`config.mk`:
```
export PLATFORM = sky130hd
export DESIGN_NAME = dmem_arbiter_flat
export DESIGN_NICKNAME = d
export VERILOG_FILES = /design/src/rtl/dmem_arb_pkg.sv /design/src/rtl/dmem_arbiter_if.sv /design/src/rtl/dmem_rd_tracker.sv /design/src/rtl/dmem_arbiter.sv /design/src/flat_wrapper.sv
export SDC_FILE = /design/constraint.sdc
export NUM_CORES = 1
export LEC_CHECK = 0
export CAP_MARGIN = 20
export CORE_MARGIN = 4
export CORE_UTILIZATION = 23
export CTS_CLUSTER_DIAMETER = 120
export CTS_CLUSTER_SIZE = 30
export DETAILED_ROUTE_END_ITERATION = 6
export GPL_TIMING_DRIVEN = 0
export PLACE_DENSITY = 0.83
export SYNTH_ARGS = -nofsm -noshare
export SYNTH_HDL_FRONTEND = slang
export SYNTH_SLANG_ARGS = --single-unit
```
`constraint.sdc`:
```
create_clock -name clk -period 1.7 [get_ports clk]
set_clock_uncertainty 0.2 [all_clocks]
set_input_delay 0.255 -clock clk [delete_from_list [all_inputs] [get_ports clk]]
set_output_delay 0.255 -clock clk [all_outputs]
set_load 0.1 [all_outputs]
```
`src/rtl/dmem_arb_pkg.sv`:
```
// Shared encodings for the data-memory arbiter: FSM state and read-owner tags.
package dmem_arb_pkg;

  typedef enum logic {
    ARB_RR     = 1'b0,
    ARB_LOCKED = 1'b1
  } arb_state_e;

  typedef enum logic {
    OWN_CORE = 1'b0,
    OWN_HOST = 1'b1
  } owner_e;

  function automatic owner_e other_owner(owner_e o);
    return (o == OWN_CORE) ? OWN_HOST : OWN_CORE;
  endfunction

endpackage

```
`src/rtl/dmem_arbiter_if.sv`:
```
// Requester, lock and memory-side signals of the data-memory arbiter.
interface dmem_arbiter_if #(
  parameter int unsigned ADDR_W = 10,
  parameter int unsigned DATA_W = 32
);
  logic              core_req;
  logic              core_we;
  logic [ADDR_W-1:0] core_addr;
  logic [DATA_W-1:0] core_wdata;
  logic              core_gnt;
  logic              core_stall;
  logic              core_rvalid;
  logic [DATA_W-1:0] core_rdata;

  logic              host_req;
  logic              host_we;
  logic [ADDR_W-1:0] host_addr;
  logic [DATA_W-1:0] host_wdata;
  logic              host_gnt;
  logic              host_rvalid;
  logic [DATA_W-1:0] host_rdata;
  logic              host_lock;
  logic              lock_timeout;

  logic [ADDR_W-1:0] mem_address;
  logic [DATA_W-1:0] mem_data;
  logic              mem_wren;
  logic [DATA_W-1:0] mem_q;

  // Arbiter side.
  modport slave (
    input  core_req, core_we, core_addr, core_wdata,
    output core_gnt, core_stall, core_rvalid, core_rdata,
    input  host_req, host_we, host_addr, host_wdata, host_lock,
    output host_gnt, host_rvalid, host_rdata, lock_timeout,
    output mem_address, mem_data, mem_wren,
    input  mem_q
  );

  // Requesters plus the memory.
  modport master (
    output core_req, core_we, core_addr, core_wdata,
    input  core_gnt, core_stall, core_rvalid, core_rdata,
    output host_req, host_we, host_addr, host_wdata, host_lock,
    input  host_gnt, host_rvalid, host_rdata, lock_timeout,
    input  mem_address, mem_data, mem_wren,
    output mem_q
  );

endinterface

```
`src/rtl/dmem_rd_tracker.sv`:
```
// Remembers who issued the read accepted last cycle and steers mem_q to that requester.
module dmem_rd_tracker
  import dmem_arb_pkg::*;
#(
  parameter int unsigned DATA_W = 32
) (
  input  logic              clk,
  input  logic              rst,
  input  logic              gnt,
  input  logic              we,
  input  owner_e            owner,
  input  logic [DATA_W-1:0] mem_q,
  output logic              core_rvalid,
  output logic [DATA_W-1:0] core_rdata,
  output logic              host_rvalid,
  output logic [DATA_W-1:0] host_rdata
);

  logic   rd_pend_q;
  owner_e rd_owner_q;

  always_ff @(posedge clk) begin
    if (!rst) begin
      rd_pend_q  <= 1'b0;
      rd_owner_q <= OWN_CORE;
    end else begin
      rd_pend_q  <= gnt & ~we;
      rd_owner_q <= owner;
    end
  end

  // Gated by rst so nothing leaks out while reset is asserted.
  always_comb begin
    core_rvalid = rst & rd_pend_q & (rd_owner_q == OWN_CORE);
    host_rvalid = rst & rd_pend_q & (rd_owner_q == OWN_HOST);
    core_rdata  = core_rvalid ? mem_q : '0;
    host_rdata  = host_rvalid ? mem_q : '0;
  end

endmodule

```
`src/rtl/dmem_arbiter.sv`:
```
// Core/host arbiter for the single-port data memory, with a host lock that the core
// can break after LOCK_MAX waiting cycles.
module dmem_arbiter
  import dmem_arb_pkg::*;
#(
  parameter int unsigned ADDR_W   = 10,
  parameter int unsigned DATA_W   = 32,
  parameter int unsigned LOCK_MAX = 256
) (
  input logic           clk,
  input logic           rst,
  dmem_arbiter_if.slave bus
);

  localparam int unsigned CntW = (LOCK_MAX > 1) ? $clog2(LOCK_MAX) : 1;
  localparam logic [CntW-1:0] WaitLast = CntW'(LOCK_MAX - 1);

  arb_state_e        state_q;
  owner_e            prio_q;
  logic [CntW-1:0]   wait_cnt_q;
  logic              lock_timeout_q;

  logic              core_gnt;
  logic              host_gnt;
  logic              gnt_we;
  owner_e            gnt_owner;
  logic [ADDR_W-1:0] addr_sel;
  logic [DATA_W-1:0] wdata_sel;

  always_comb begin
    core_gnt = 1'b0;
    host_gnt = 1'b0;
    if (rst) begin
      if (state_q == ARB_LOCKED) begin
        host_gnt = bus.host_req;
      end else if (bus.core_req && bus.host_req) begin
        core_gnt = (prio_q == OWN_CORE);
        host_gnt = (prio_q == OWN_HOST);
      end else begin
        core_gnt = bus.core_req;
        host_gnt = bus.host_req;
      end
    end
  end

  // With no grant the memory sees the core's address/data.
  always_comb begin
    addr_sel  = host_gnt ? bus.host_addr  : bus.core_addr;
    wdata_sel = host_gnt ? bus.host_wdata : bus.core_wdata;
    gnt_we    = (core_gnt & bus.core_we) | (host_gnt & bus.host_we);
    gnt_owner = host_gnt ? OWN_HOST : OWN_CORE;
  end

  assign bus.mem_address  = addr_sel;
  assign bus.mem_data     = wdata_sel;
  assign bus.mem_wren     = gnt_we;
  assign bus.core_gnt     = core_gnt;
  assign bus.host_gnt     = host_gnt;
  assign bus.core_stall   = rst & bus.core_req & ~core_gnt;
  assign bus.lock_timeout = rst & lock_timeout_q;

  always_ff @(posedge clk) begin
    if (!rst) begin
      state_q        <= ARB_RR;
      prio_q         <= OWN_CORE;
      wait_cnt_q     <= '0;
      lock_timeout_q <= 1'b0;
    end else begin
      unique case (state_q)
        ARB_RR: begin
          wait_cnt_q <= '0;
          if (core_gnt || host_gnt) prio_q <= other_owner(gnt_owner);
          if (host_gnt && bus.host_lock) state_q <= ARB_LOCKED;
        end
        ARB_LOCKED: begin
          if (!bus.host_lock) begin
            state_q    <= ARB_RR;
            wait_cnt_q <= '0;
          end else if (bus.core_req) begin
            // Core has waited long enough: break the lock and hand it priority.
            if (wait_cnt_q == WaitLast) begin
              state_q        <= ARB_RR;
              wait_cnt_q     <= '0;
              lock_timeout_q <= 1'b1;
              prio_q         <= OWN_CORE;
            end else begin
              wait_cnt_q <= wait_cnt_q + 1'b1;
            end
          end else begin
            wait_cnt_q <= '0;
          end
        end
        default: state_q <= ARB_RR;
      endcase
    end
  end

  dmem_rd_tracker #(
    .DATA_W(DATA_W)
  ) u_rd_tracker (
    .clk        (clk),
    .rst        (rst),
    .gnt        (core_gnt | host_gnt),
    .we         (gnt_we),
    .owner      (gnt_owner),
    .mem_q      (bus.mem_q),
    .core_rvalid(bus.core_rvalid),
    .core_rdata (bus.core_rdata),
    .host_rvalid(bus.host_rvalid),
    .host_rdata (bus.host_rdata)
  );

endmodule

```
`src/flat_wrapper.sv`:
```
// flat-port wrapper written by rule: the top's interface ports become plain ports
module dmem_arbiter_flat import dmem_arb_pkg::*;
#(
  parameter int unsigned ADDR_W   = 10,
  parameter int unsigned DATA_W   = 32,
  parameter int unsigned LOCK_MAX = 256
)
  (clk, rst, bus_core_req, bus_core_we, bus_core_addr, bus_core_wdata, bus_core_gnt, bus_core_stall, bus_core_rvalid, bus_core_rdata, bus_host_req, bus_host_we, bus_host_addr, bus_host_wdata, bus_host_lock, bus_host_gnt, bus_host_rvalid, bus_host_rdata, bus_lock_timeout, bus_mem_address, bus_mem_data, bus_mem_wren, bus_mem_q);
  dmem_arbiter_if #(.ADDR_W(ADDR_W), .DATA_W(DATA_W)) bus_i ();
  input logic clk;
  input logic rst;
  input wire logic [$bits(bus_i.core_req)-1:0] bus_core_req;
  input wire logic [$bits(bus_i.core_we)-1:0] bus_core_we;
  input wire logic [$bits(bus_i.core_addr)-1:0] bus_core_addr;
  input wire logic [$bits(bus_i.core_wdata)-1:0] bus_core_wdata;
  output wire logic [$bits(bus_i.core_gnt)-1:0] bus_core_gnt;
  output wire logic [$bits(bus_i.core_stall)-1:0] bus_core_stall;
  output wire logic [$bits(bus_i.core_rvalid)-1:0] bus_core_rvalid;
  output wire logic [$bits(bus_i.core_rdata)-1:0] bus_core_rdata;
  input wire logic [$bits(bus_i.host_req)-1:0] bus_host_req;
  input wire logic [$bits(bus_i.host_we)-1:0] bus_host_we;
  input wire logic [$bits(bus_i.host_addr)-1:0] bus_host_addr;
  input wire logic [$bits(bus_i.host_wdata)-1:0] bus_host_wdata;
  input wire logic [$bits(bus_i.host_lock)-1:0] bus_host_lock;
  output wire logic [$bits(bus_i.host_gnt)-1:0] bus_host_gnt;
  output wire logic [$bits(bus_i.host_rvalid)-1:0] bus_host_rvalid;
  output wire logic [$bits(bus_i.host_rdata)-1:0] bus_host_rdata;
  output wire logic [$bits(bus_i.lock_timeout)-1:0] bus_lock_timeout;
  output wire logic [$bits(bus_i.mem_address)-1:0] bus_mem_address;
  output wire logic [$bits(bus_i.mem_data)-1:0] bus_mem_data;
  output wire logic [$bits(bus_i.mem_wren)-1:0] bus_mem_wren;
  input wire logic [$bits(bus_i.mem_q)-1:0] bus_mem_q;
  assign bus_i.core_req = bus_core_req;
  assign bus_i.core_we = bus_core_we;
  assign bus_i.core_addr = bus_core_addr;
  assign bus_i.core_wdata = bus_core_wdata;
  assign bus_core_gnt = bus_i.core_gnt;
  assign bus_core_stall = bus_i.core_stall;
  assign bus_core_rvalid = bus_i.core_rvalid;
  assign bus_core_rdata = bus_i.core_rdata;
  assign bus_i.host_req = bus_host_req;
  assign bus_i.host_we = bus_host_we;
  assign bus_i.host_addr = bus_host_addr;
  assign bus_i.host_wdata = bus_host_wdata;
  assign bus_i.host_lock = bus_host_lock;
  assign bus_host_gnt = bus_i.host_gnt;
  assign bus_host_rvalid = bus_i.host_rvalid;
  assign bus_host_rdata = bus_i.host_rdata;
  assign bus_lock_timeout = bus_i.lock_timeout;
  assign bus_mem_address = bus_i.mem_address;
  assign bus_mem_data = bus_i.mem_data;
  assign bus_mem_wren = bus_i.mem_wren;
  assign bus_i.mem_q = bus_mem_q;
  dmem_arbiter #(.ADDR_W(ADDR_W), .DATA_W(DATA_W), .LOCK_MAX(LOCK_MAX)) u_core (.clk(clk), .rst(rst), .bus(bus_i));
endmodule
```
==> flow_summary.toml, run 1 <==
[global_route]
busiest_layer = "met2"
grt_util_all_layers_pct = 28.0
overflow = 0
grt.met3_usage_pct = 7.89
grt_pass1_vias = 2808
grt_max_degree = 11
met1_usage_pct = 29.1
grt_first_pass_wirelength_um = 18500
grt_use_met2_pct = 54.8
antenna_found_initial = 1

[clock_network]
clkSinkCount = 13
cts-root-buf = "clkbuf_8"
cts_htree_levels = 1
path_clk_slew_ns = 0.06
cts-buffers-inserted = 3
postCtsHoldBufs = 0
clockBufferDepth = 2
cts_tree = "built"
clk_latency_ns = 0.25

[timing]
max_freq_mhz = 432
period_needed_ns = 2.32
slew_headroom_pct = 68.0
layout_setup_ws_ns = -0.617
tightest_slew_ns = 0.483
tns_ns = -39.99
rsz0062_at_grt = "true"
setup_violations = 109
report.final.slew_viol_count = 0
finalHoldViolations = 0
fin_crit_sh_pct = 136

[min_path]
hold_path_depth = 2
hold_end = "u_core.state_q"
hold_class = "input port to register"
min-delay-start = "bus_core_req"

[critical_path]
critPathBufInv = 2
cpPeakStageDelay_ns = 0.40
r2r-end = "u_core.u_rd_tracker.rd_pend_q"
cp.required_ns = 1.24
cp_top_family = "simple AND/OR/NAND/NOR gates"
critical_path_arrival_ns = 1.86
rr_worst_depth = 5
crit_slowest_cell = "or3b_4"
path_cells = "or3b_4 > and2_4 > buf_12 > mux2_4 > buf_12"
critPathLaunchType = "register"
crit_type = "register to output pin"
cp_max_fo = 10
r2r-start = "u_core.prio_q"
cp_common_cell = "buf_12"
startpoint = "u_core.prio_q"
r2r_setup_slack_ns = -0.01
cp-end-kind = "output pin"

[cells_and_area]
drive_above_1_share_pct = 63.0
nFillCells = 332
layout.cells.non_filler = 569
syn_to_final_growth_pct = 253
post-route-util_pct = 84.3
n_antenna_cell = 0
multi_input_area_um2 = 1580
fin_nets = 595
final-seq-area_um2 = 268

[power_and_ir_drop]
power_per_cell_area_nw_per_um2 = 474
peakVddDrop_mv = 0.509
p_total_w = 0.00291
p_leak_nw = 2.65

[place]
portBuffers = 234
gp_congestion = 0.786
place_hpwl_um = 8210
placedCellCount = 522
place_ws_ns = -1.84

[floorplan]
die_w_um = 95.1
std_cell_rows = 31
ios = 236
core_um2 = 7290
start_util_pct = 23.9
dieArea_um2 = 9030
die_h_um = 95.1

[detailed_routing]
dr.pass1.iters = 4
via_per_inst = 4.75
drt-initial-drc-count = 96
drc = 0
vias = 2700
wl_um = 15300
antenna_left = 0
wire_per_inst_um = 26.8

[run_status]
status = "finished, violations left"
violations = "setup timing"

[synth]
synth_top_area_share_pct = 32.7
syn_avg_cell_area_um2 = 9.22
syn_area_um2 = 1740
yosys-top-cells-area = "mux2_4, and2_1, dfxtp_1"
syn_inst = 189
ys_warn_count = 0
synth.distinct_cells = 33
yosysTopAreaCell = "mux2_4"
ys_seq_area_share_pct = 14.9
ys_ff_latch = 13
synth_nets = 313

[flow_run]
cap_violations = 0
-- repair_timing --
item	in CTS	in global routing
resized for setup	1038	45
setup buffers	30	17
pin swaps	23	4
endpoints found under the setup margin	114	115
gates cloned	2	2
-- metrics by stage --
| stage | hold WS [ns] | cell area (µm²) |
|---|---|---|
| after floorplan | 0.160 | 1980 |
| after global placement | 0.235 | 4450 |
| after detailed placement | 0.240 | 4450 |
| after CTS | 0.135 | 5960 |
| after global routing | 0.0990 | 6140 |
| final | 0.0877 | 6140 |
-- layer usage --
layer  wire length (µm)  vias to the layer above  share of wire (%)
met5                 14                        -              0.092
met4                793                        2                5.2
li1                   -                     1211                  -
met3               1320                       49                8.6
met1               5010                     1293                 33
met2               8120                      145                 53
-- cells in the mapped netlist, drive strengths merged --
master	n
o211a	1
and3	2
a21o	1
buf	5
xnor2	1
nand3	5
o31ai	1
and4	1
nor2b	1
ha	1
a221oi	1
o21ai	2
xor2	2
nor2	7
or3	1
a311oi	1
clkbuf	8
a21oi	6
or3b	1
or4	1
inv	5
mux2	42
nand2	7
a41o	1
and2	67
dfxtp	13
o41ai	1
nand4	3
nor3	1
-- placed cells by master, fill, tap and decap left out, types with 2 or more instances in the layout --
cell type and instances:
buf_4 14, clkbuf_8 3, nor2_1 5, a21oi_1 5, and2_4 65, nand3_1 4, and2_2 3, clkdlybuf4s50_1 119
nand4_1 3, buf_12 113, clkbuf_16 3, clkbuf_2 2, xor2_1 2, buf_16 2, buf_8 5, nand2_1 5
mux2_4 41, o21ai_0 2, dfxtp_1 9, dfxtp_2 3, inv_1 5, nor2_4 2, buf_6 29
-- logic make-up (layout without fill, tap and decap cells) --
| kind of cell | after synthesis | count (layout) | share of synthesized area, % |
|---|---|---|---|
| AO/OA/AOI/OAI | 15 | 15 | 5.82 |
| AND/OR/NAND/NOR | 97 | 98 | 33.2 |
| multiplexers | 42 | 42 | 35.3 |
| buffers and inverters | 18 | 298 | 8.54 |
| flip-flops | 13 | 13 | 14.9 |
| XOR/XNOR | 3 | 3 | 1.51 |
| adder cells (fa/ha/maj) | 1 | 1 | 0.718 |
-- how the worst max path moves through the flow --
stage	to	depth (start not counted)
global placement	bus_mem_address[8]	7
global route	bus_mem_data[14]	5
finish	bus_mem_data[14]	5
floorplan	bus_mem_address[1]	5
detailed placement	bus_mem_address[8]	7
CTS	bus_mem_data[3]	5
-- power by group --
group	switching (W)	internal [W]
clock	0.000115	0.000166
sequential	0.00000483	0.000312
combinational	0.00130	0.00102
-- layout make-up --
cell class,instances,area share (%)
buffer,9,2.81
clock buffer,4,0.733
inverter,5,0.305
multi-input combinational,159,25.6
sequential,13,4.36
tap,99,2.02
timing repair buffer,280,64.1
-- worst register-to-register path: cells and delay by family, from the launching register on --
family | cells | cell delay (ns)
buffers and inverters | 2 | 0.29
AO/OA/AOI/OAI | 1 | 0.19
flip-flops | 1 | 0.32
AND/OR/NAND/NOR | 2 | 0.61
-- state kept, by name, summed over array words and instances, names as in the netlist --
name                            cells
u_core.prio_q                       1
u_core.state_q                      1
u_core.wait_cnt_q                   8
u_core.u_rd_tracker.rd_pend_q       1
u_core.u_rd_tracker.rd_owner_q      1
u_core.lock_timeout_q               1
No activity file was read; power rests on OpenSTA's default activity.
==> run 2, diff against run 1 <==
--- a/config.mk
+++ b/config.mk
@@ -8,7 +8,7 @@
 export CAP_MARGIN = 20
 export CORE_MARGIN = 4
 export CORE_UTILIZATION = 23
-export CTS_CLUSTER_DIAMETER = 120
+export CTS_CLUSTER_DIAMETER = 60
 export CTS_CLUSTER_SIZE = 30
 export DETAILED_ROUTE_END_ITERATION = 6
 export GPL_TIMING_DRIVEN = 0
==> results of run 2 <==
The final DEF is identical to that of run 1; final timing and power are the same.
==> edit, RTL diff (settings of run 1) <==
Reset style: asynchronous (`rst`), changed in 2 clocked blocks.
--- a/src/rtl/dmem_rd_tracker.sv
+++ b/src/rtl/dmem_rd_tracker.sv
@@ -21,3 +21,3 @@
 
-  always_ff @(posedge clk) begin
+  always_ff @(posedge clk or negedge rst) begin
     if (!rst) begin
--- a/src/rtl/dmem_arbiter.sv
+++ b/src/rtl/dmem_arbiter.sv
@@ -61,3 +61,3 @@
 
-  always_ff @(posedge clk) begin
+  always_ff @(posedge clk or negedge rst) begin
     if (!rst) begin
Behaviour: same outputs for any inputs over 10 cycles, from zero or initial values and one cycle with rst low; that may be too few to reach the edited logic, so the function may still have changed.
==> edit against run 1 <==
The flow still finishes with violations (negative setup slack). Total power is 7.3% higher. Setup slack worse by 0.0034 ns. Sequential share of layout area is 1.1 points higher. Global-route usage is 1.1 points lower. Non-clock buffer count is 11 lower. Synthesized cell count stayed put. Critical path depth is 1 higher. Register-to-register slack better by 0.09 ns. Routed wire length is 10% lower. Sequential cell count stayed put. Die area is 1.3% higher. Final area is 1.1% lower. Area after synthesis is 1.4% higher. Critical endpoint is now bus_mem_address[5]. Largest power group unchanged. Highest routed layer unchanged.
==> edit: results <==
metrics = {
    "layout": {
        "seq_cells": 13,
        "nNetsFinal": 585,
        "buffers": 278,
        "clock_area_frac": 0.00741,
        "drive_above_1_share": 0.624,
        "nFillCells": 370,
        "antenna_cells": 2,
        "buf_share": 0.649,
        "multi_input_gates": 160,
        "final_core_util": 0.825,
        "seq_share": 0.0541,
    },
    "power_and_ir_drop": {
        "swShare": 0.497,
    },
    "run_status": {
        "status": "finished, violations left",
        "violations": "negative setup slack",
    },
    "synth": {
        "avgSynthCellArea_um2": 9.35,
        "ys_seq_area_frac": 0.184,
        "synth.area.top_cells": "mux2_4 (32%), and2_1 (23%), dfrtp_1 (18%)",
        "synthFlopType": "dfrtp_1",
    },
    "sta": {
        "setup_slack_ns": -0.620,
        "finalSetupTns_ns": -38.68,
        "final-setup-viol-count": 110,
    },
    "place": {
        "dp_hpwl_um": 8180,
    },
    "grt": {
        "grt_pass1_wl_um": 18100,
        "grt_pass1_vias": 2931,
    },
    "worst_setup_path": {
        "slowest_stage": "dfrtp_1",
    },
    "detailed_routing": {
        "wl_um": 13700,
        "viasPerCell": 4.72,
    },
}
==> edit: power groups by stage <==
stage	clock, mW	combinational, mW	sequential [mW]
finish	0.277	2.51	0.332
global route	0.298	2.56	0.333
CTS	0.280	2.42	0.332
detailed placement	0	1.93	0.336
global placement	0	1.92	0.336
floorplan	0	1.35	0.334
==> edit: path summary, 6_finish.rpt <==
check                                         to  slack (ns)  cells past startpoint
setup / recovery              bus_mem_address[5]       -0.62                      6
hold / removal                     u_core.prio_q        0.14                      3
setup reg to reg                  u_core.state_q        0.08                      4
hold reg to reg            u_core.lock_timeout_q        0.28                      1
max in group asynchronous   u_core.wait_cnt_q[0]        0.44                      2
min in group asynchronous   u_core.wait_cnt_q[4]        0.43                      2
==> edit: layer usage <==
layer | track usage | part of all wire
met2 | 0.505 | 0.55
met3 | 0.0773 | 0.090
met1 | 0.288 | 0.34
met4 | 0.0794 | 0.028
met5 | 0 | 0.00095
==> edit: tightest hold or removal path: stages <==
cell	delay, ns
buf_8	0.10
o21a_1	0.13
o31ai_1	0.06
